`config.mk`:
```
export PLATFORM = sky130hd
export DESIGN_NAME = fetch_sequencer
export DESIGN_NICKNAME = d
export VERILOG_FILES = /design/src/rtl/fetch_sequencer.sv
export SDC_FILE = /design/constraint.sdc
export NUM_CORES = 1
export LEC_CHECK = 0
export BUFFER_PORTS_ARGS = -buffer_cell sky130_fd_sc_hd__buf_2
export CAP_MARGIN = 20
export CORE_MARGIN = 3
export CORE_UTILIZATION = 30
export CTS_CLUSTER_DIAMETER = 200
export CTS_CLUSTER_SIZE = 16
export DETAILED_ROUTE_END_ITERATION = 6
export HOLD_SLACK_MARGIN = 0.06
export PLACE_DENSITY = 0.56
export SKIP_CTS_REPAIR_TIMING = 1
export SYNTH_ARGS = -nofsm -noshare
export SYNTH_HDL_FRONTEND = slang
export SYNTH_SLANG_ARGS = --single-unit
export TNS_END_PERCENT = 20
```
`constraint.sdc`:
```
create_clock -name clk_i -period 4.8 [get_ports clk_i]
set_clock_uncertainty 0.1 [all_clocks]
set_input_delay 0.72 -clock clk_i [delete_from_list [all_inputs] [get_ports clk_i]]
set_output_delay 0.72 -clock clk_i [all_outputs]
set_load 0.005 [all_outputs]
```
`src/rtl/fetch_sequencer.sv`:
```
// Fetch sequencer: owns the fetch PC, issues instruction-memory requests over a
// req/ready handshake, applies decode stalls and execute redirects.
module fetch_sequencer #(
    parameter int                   PC_WIDTH     = 32,
    parameter logic [PC_WIDTH-1:0]  RESET_VECTOR = PC_WIDTH'(32'hBFC00000)
) (
    input  logic                clk_i,
    input  logic                rst_ni,
    input  logic                stall_i,
    input  logic                redirect_valid_i,
    input  logic [PC_WIDTH-1:0] redirect_target_i,
    output logic                imem_req_o,
    output logic [PC_WIDTH-1:0] imem_addr_o,
    input  logic                imem_ready_i,
    input  logic [31:0]         imem_rdata_i,
    output logic                fetch_valid_o,
    output logic [31:0]         fetch_instr_o,
    output logic [PC_WIDTH-1:0] fetch_pc_o,
    output logic                misalign_err_o
);

    typedef enum logic [2:0] {
        IDLE,
        REQ,
        HOLD,
        DRAIN,
        ERR
    } state_e;

    state_e              state_q, state_d;
    logic [PC_WIDTH-1:0] pc_q, pc_d;
    logic [PC_WIDTH-1:0] pend_pc_q, pend_pc_d;
    logic                pend_err_q, pend_err_d;
    logic [31:0]         hold_instr_q, hold_instr_d;
    logic [PC_WIDTH-1:0] hold_pc_q, hold_pc_d;
    logic                misalign_err_q, misalign_err_d;

    logic                target_bad;
    logic                redir_bad;
    logic [PC_WIDTH-1:0] pc_inc;

    assign target_bad     = (redirect_target_i[1:0] != 2'b00);
    assign redir_bad      = redirect_valid_i && target_bad;
    assign pc_inc         = pc_q + PC_WIDTH'(4);
    assign imem_addr_o    = pc_q;
    assign misalign_err_o = misalign_err_q;

    always_ff @(posedge clk_i or negedge rst_ni) begin
        if (!rst_ni) begin
            state_q        <= IDLE;
            pc_q           <= RESET_VECTOR;
            pend_pc_q      <= '0;
            pend_err_q     <= 1'b0;
            hold_instr_q   <= '0;
            hold_pc_q      <= '0;
            misalign_err_q <= 1'b0;
        end else begin
            state_q        <= state_d;
            pc_q           <= pc_d;
            pend_pc_q      <= pend_pc_d;
            pend_err_q     <= pend_err_d;
            hold_instr_q   <= hold_instr_d;
            hold_pc_q      <= hold_pc_d;
            misalign_err_q <= misalign_err_d;
        end
    end

    always_comb begin
        state_d        = state_q;
        pc_d           = pc_q;
        pend_pc_d      = pend_pc_q;
        pend_err_d     = pend_err_q;
        hold_instr_d   = hold_instr_q;
        hold_pc_d      = hold_pc_q;
        misalign_err_d = misalign_err_q;
        imem_req_o     = 1'b0;
        fetch_valid_o  = 1'b0;
        fetch_instr_o  = '0;
        fetch_pc_o     = '0;

        case (state_q)
            IDLE: begin
                state_d = REQ;
            end

            REQ: begin
                imem_req_o = 1'b1;
                if (redir_bad) begin
                    state_d        = ERR;
                    misalign_err_d = 1'b1;
                end else if (redirect_valid_i) begin
                    if (imem_ready_i) begin
                        pc_d = redirect_target_i;
                    end else begin
                        pend_pc_d  = redirect_target_i;
                        pend_err_d = 1'b0;
                        state_d    = DRAIN;
                    end
                end else if (imem_ready_i) begin
                    // Presented even under stall; decode only takes it once stall drops.
                    fetch_valid_o = 1'b1;
                    fetch_instr_o = imem_rdata_i;
                    fetch_pc_o    = pc_q;
                    pc_d          = pc_inc;
                    if (stall_i) begin
                        hold_instr_d = imem_rdata_i;
                        hold_pc_d    = pc_q;
                        state_d      = HOLD;
                    end
                end
            end

            HOLD: begin
                if (redir_bad) begin
                    state_d        = ERR;
                    misalign_err_d = 1'b1;
                end else if (redirect_valid_i) begin
                    pc_d    = redirect_target_i;
                    state_d = REQ;
                end else begin
                    fetch_valid_o = 1'b1;
                    fetch_instr_o = hold_instr_q;
                    fetch_pc_o    = hold_pc_q;
                    if (!stall_i) begin
                        state_d = REQ;
                    end
                end
            end

            DRAIN: begin
                // The wrong-path access must complete before the new target is requested.
                imem_req_o = 1'b1;
                if (imem_ready_i) begin
                    if (redir_bad || (!redirect_valid_i && pend_err_q)) begin
                        state_d        = ERR;
                        misalign_err_d = 1'b1;
                    end else begin
                        pc_d    = redirect_valid_i ? redirect_target_i : pend_pc_q;
                        state_d = REQ;
                    end
                end else if (redirect_valid_i) begin
                    pend_pc_d  = redirect_target_i;
                    pend_err_d = target_bad;
                end
            end

            ERR: begin
                state_d = ERR;
            end

            default: begin
                state_d = IDLE;
            end
        endcase
    end

endmodule

```
==> results.yml, run 1 <==
worst_setup_path:
  start_kind: "register"
  cp.arrival_ps: 2700
  crit_type: "reg2out"
  crit_fanout: 65
  end_kind: "output port"
  r2r_slack_ps: 2010
  critPathRequiredTime_ps: 3980
drt:
  antenna_left: 0
  dr.first_iter.drc_count: 475
  viasPerCell: 5.34
  drt-total-wl_mm: 21.6
  drc: 5
  wire_per_inst_um: 19.4
  num_vias: 5949
  dr.pass1.iters: 7
grt:
  antenna_found_initial: 1
  grt_usage_pct: 16.8
  grt_overflow_total: 0
  grt_pass1_vias: 5703
  grt_max_degree: 99
  grt_pass1_wl_mm: 34.0
clock_network:
  clk_latency_ps: 410
  htreeDepth: 4
  numClockSinks: 133
  path_clk_slew_ps: 60
  cts_root_buf: "clkbuf_16"
  numCtsBuffers: 17
  cts_tree: "done"
  cts.path.max_buffers: 2
die:
  rows: 55
  dieArea_um2: 25500
  ioPinCount: 168
  core_um2: 22900
  die_x_um: 160
  die_h_um: 160
  start_util_pct: 31.0
pwr:
  power_density_nw_per_um2: 619
  ir_worst_vdd_mv: 0.282
  cellLeakagePower_nw: 3.93
status:
  status: "finished, violations left"
  violations: "design-rule violations"
final_layout:
  synthToLayoutAreaGrowth_pct: 24.4
  regArea_um2: 3340
  diodes: 0
  nets: 859
  fillers: 2281
  multi_input_area_um2: 3500
  post-route-util_pct: 38.5
  drive_gt1_share_pct: 42.3
logic_synthesis:
  synth_area_um2: 7090
  synth_enable_flop_cells: 0
  async_flop_share_pct: 100
  yosysMostFrequentCell: "dfrtp_1"
  ys_seq_area_share_pct: 47.1
  yosys_warnings: 0
  synth-seq-cells: 133
  synth_cell_types: 58
  synth.avg_cell_area_um2: 10.9
  yosys.area.top_type: "dfrtp_1"
  yosys-top-cells-count: "124 x dfrtp_1, 107 x mux2_2, 67 x a22o_1, 43 x a21oi_1, 36 x nand2_1"
  synthTopCellsByArea: "dfrtp_1 44%, mux2_2 17%, a22o_1 8.3%"
  postSynthNetCount: 718
  ys.flop_type: "dfrtp_1"
  synth_top_area_share_pct: 43.7
  synthCells: 648
timing:
  rsz0062_at_grt: "false"
  fmax_mhz: 284
  final.period_utilization_pct: 73.4
  hold_viol: 0
  setup_slack_ps: 1280
  period_minus_slack_ps: 3520
  worstMarginPinSlew_ps: 1040
  finalSetupViolations: 0
  relSlewSlack_pct: 29.9
  slew_violations: 0
  fin_tns_setup_ps: 0
place:
  dp.final_hpwl_mm: 14.7
  place_ws_ps: 1480
  io_buffers: 167
  gp_congestion: 0.811
worst_hold_path:
  min_path_type: "in2async"
run:
  max_cap_violations: 0
## final cells by class
class,instances,share of cell area [%]
inverters,8,0.340
flip-flops and latches,133,37.8
clock buffers,23,5.42
multi-input cells,450,39.6
repair buffers,179,10.6
well taps,313,4.44
clock inverters,9,1.70
## metrics by stage
step           instances  area, um^2  hold slack (ps)  power (mW)
2_1_floorplan        648        7090              324        3.36
3_3_place_gp        1081        8180              354        4.05
3_5_place_dp        1081        8180              360        4.09
4_1_cts             1113        8800              347        5.51
5_1_grt             1115        8820              373        5.83
6_report            1115        8820              292        5.46
## kinds of logic after synthesis
logic type,count (synthesis),share of synthesized area [%]
and+or+nand+nor,122,9.22
buffers and inverters,65,4.04
DFF,133,47.1
adders and majority gates,1,0.176
muxes,110,17.4
xor gates and xnor gates,3,0.370
AOI/OAI and AO/OA,214,21.7
## worst max-delay path: stages (launching register included)
cell      delay [ps]
dfrtp_1          830
nand2b_1         240
nor3_2           180
buf_4            590
a22o_1           270
buf_2            130
## state kept, by name, indices dropped and copies added, names as in the netlist
signal / cells
pend_pc_q: 32
imem_addr_o: 32
pend_err_q: 1
misalign_err_o: 1
state_q: 3
hold_instr_q: 32
hold_pc_q: 32
## worst paths after layout
path	from	to	cells past startpoint
min	rst_ni	hold_instr_q[11]	1
min in group clk_i	misalign_err_o	misalign_err_o	1
max reg2reg	state_q[2]	hold_instr_q[19]	5
max	state_q[1]	fetch_pc_o[14]	5
min reg2reg	misalign_err_o	misalign_err_o	1
max in group asynchronous	rst_ni	hold_instr_q[3]	2
## cell usage in the layout, fill, tap and decap left out, drive strengths merged, types with 4 or more instances in the layout
cell type  count
buf          179
dfrtp        124
mux2         107
a22o          67
a21oi         43
nand2         36
o21ai         32
clkbuf        23
nor2          19
a31oi         14
nand3         14
o22ai         13
o22a          11
dfstp          9
nand4          9
nor3           9
inv            8
nor4           7
and3           6
a41oi          5
o211ai         4
bufinv         4
nor2b          4
## metal layers
metal  up-vias  routed length [um]  track usage, %
met5         -                  13               0
met3        16                1470            3.84
met4         2                 204            4.42
met1      2939               10300            24.3
met2       229                9660            25.3
li1       2763                   -               -
## where the power goes
part           internal [mW]  switching [mW]  total, mW
combinational          0.933           0.851       1.78
sequential              1.70           0.590       2.29
clock                  0.908           0.483       1.39
total                   3.54            1.92       5.46
Note: power is estimated with default switching activity, not from simulation.
==> inputs of run 2 (changes only) <==
- ABC_AREA: unset -> 1
- PLACE_DENSITY: 0.56 -> 0.57
- clock period: 4.8 -> 3.1 ns (I/O delays scaled with it)
==> run 2 against run 1 <==
The run now ends clean. Core utilization fell by 0.91 points. Count of clock-buffer cells in the layout is 1 higher. Via count up 33%. Hold slack worse by 100 ps. Cell count is 46% higher. Largest cell class unchanged. Largest power group unchanged.
==> results.yml, run 2 <==
logic_synthesis:
  yosysMostFrequentCell: "nand2_1"
  synth_area_um2: 7800
  async_flop_share_pct: 100
  synth-seq-cells: 133
  synthTopCellsByArea: "dfrtp_1 40%, nand2_1 18%, o21ai_0 11%"
  ys_seq_area_share_pct: 42.8
  ys.flop_type: "dfrtp_1"
  yosys-top-cells-count: "379 x nand2_1, 168 x o21ai_0, 124 x dfrtp_1, 117 x nor2_1, 100 x inv_1"
  synth_top_area_share_pct: 39.8
  synth_cell_types: 34
  synth.avg_cell_area_um2: 6.86
  synth_enable_flop_cells: 0
  synthCells: 1137
  yosys_warnings: 0
  yosys.area.top_type: "dfrtp_1"
  postSynthNetCount: 1207
die:
  ioPinCount: 168
  die_h_um: 167
  start_util_pct: 30.7
  core_um2: 25400
  dieArea_um2: 28000
  rows: 58
  die_x_um: 167
drt:
  dr.pass1.iters: 6
  drt-total-wl_mm: 25.3
  num_vias: 7906
  drc: 0
  wire_per_inst_um: 15.5
  viasPerCell: 4.87
  antenna_left: 0
  dr.first_iter.drc_count: 822
timing:
  hold_viol: 0
  slew_violations: 0
  period_minus_slack_ps: 2950
  hold_slack_ps: 188
  rsz0062_at_grt: "false"
  fmax_mhz: 339
  finalSetupViolations: 0
  final.period_utilization_pct: 95.3
  worstMarginPinSlew_ps: 725
  relSlewSlack_pct: 51.6
  setup_slack_ps: 146
clock_network:
  numClockSinks: 133
  htreeDepth: 4
  clk_latency_ps: 410
  cts.path.max_buffers: 2
  cts_tree: "done"
  numCtsBuffers: 17
  cts_root_buf: "clkbuf_16"
  path_clk_slew_ps: 60
grt:
  grt_usage_pct: 17.8
  antenna_found_initial: 1
  grt_pass1_wl_mm: 40.0
  grt_max_degree: 129
  grt_pass1_vias: 7099
  grt_overflow_total: 0
worst_setup_path:
  cp.arrival_ps: 2390
  critPathRequiredTime_ps: 2530
  crit_type: "reg2out"
  start_kind: "register"
  end_kind: "output port"
  crit_fanout: 65
run:
  max_cap_violations: 0
pwr:
  ir_worst_vdd_mv: 0.368
  cellLeakagePower_nw: 4.98
  power_density_nw_per_um2: 858
place:
  place_ws_ps: 234
  io_buffers: 167
  dp.final_hpwl_mm: 18.1
  gp_congestion: 0.880
status:
  status: "finished clean"
final_layout:
  layout_common_cells: "378 x nand2_1, 166 x buf_2, 164 x o21ai_0"
  synthToLayoutAreaGrowth_pct: 22.4
  post-route-util_pct: 37.6
  drive_gt1_share_pct: 19.1
  nets: 1352
  diodes: 0
  final_common_cell: "nand2_1"
worst_hold_path:
  min_path_type: "in2reg"
## run 2: cell count changes after synthesis, moves of 12 or more
| cell | before | now |
|---|---|---|
| a22o_1 | 67 | 0 |
| a31oi_1 | 14 | 29 |
| o22ai_1 | 13 | 0 |
| nand3_1 | 14 | 41 |
| nor2_1 | 19 | 117 |
| o211ai_1 | 4 | 24 |
| inv_1 | 8 | 100 |
| buf_2 | 31 | 19 |
| o21ai_0 | 30 | 168 |
| mux2_2 | 107 | 0 |
| nand2_1 | 36 | 379 |
## run 2: stage by stage
step	cells	TNS, ps	instance area (um^2)	power [mW]
floorplan	1137	0	7800	5.10
global placement	1589	0	8930	6.20
CTS	1621	-347	9490	8.25
global route	1625	0	9550	8.91
detailed placement	1589	0	8930	6.27
finish	1625	0	9550	8.20
## run 2: area by class of cell
type / instances / area, um^2
Clock buffer: 24 / 492
Multi-Input combinational cell: 836 / 3770
Clock inverter: 8 / 73.8
Tap cell: 330 / 413
Sequential cell: 133 / 3340
Inverter: 108 / 415
Timing Repair Buffer: 186 / 1040
Fill cell: 2737 / 15900
## run 2: path summary, 6_finish.rpt
check	depth (start not counted)	slack [ps]	from	endpoint
setup / recovery	8	150	state_q[1]	fetch_pc_o[27]
hold / removal	3	190	redirect_target_i[28]	pend_pc_q[28]
setup reg to reg	11	620	state_q[1]	imem_addr_o[26]
hold reg to reg	2	370	misalign_err_o	misalign_err_o
max in group asynchronous	3	1520	rst_ni	hold_instr_q[30]
min in group asynchronous	2	550	rst_ni	hold_pc_q[29]
## run 2: critical path: stages (launching register included)
cell and delay (ps):
dfrtp_1 410, inv_2 110, nand3_2 140, inv_2 120
nand2_1 60, nor2_1 340, inv_6 230, o21ai_0 350
buf_2 170
## run 2: layer usage
layer	wire length, um	vias to the layer above	GRT usage (%)
li1	-	3971	-
met1	12300	3622	26.5
met2	10900	286	26.5
met3	1560	25	3.28
met4	431	2	4.87
met5	13	-	0
## run 2: cell families after synthesis
logic type / count (synthesis) / synth area share (%)
AOI/OAI and AO/OA: 270 / 18.7
xor gates and xnor gates: 5 / 0.562
DFF: 133 / 42.8
and+or+nand+nor: 560 / 28.8
adders and majority gates: 1 / 0.160
buffers and inverters: 168 / 8.98
## run 2: power by group
part,total [mW],internal (mW),switching [mW]
Sequential,3.26,2.58,0.674
Combinational,3.00,1.10,1.90
Clock,1.94,1.19,0.758
Total,8.20,4.87,3.33
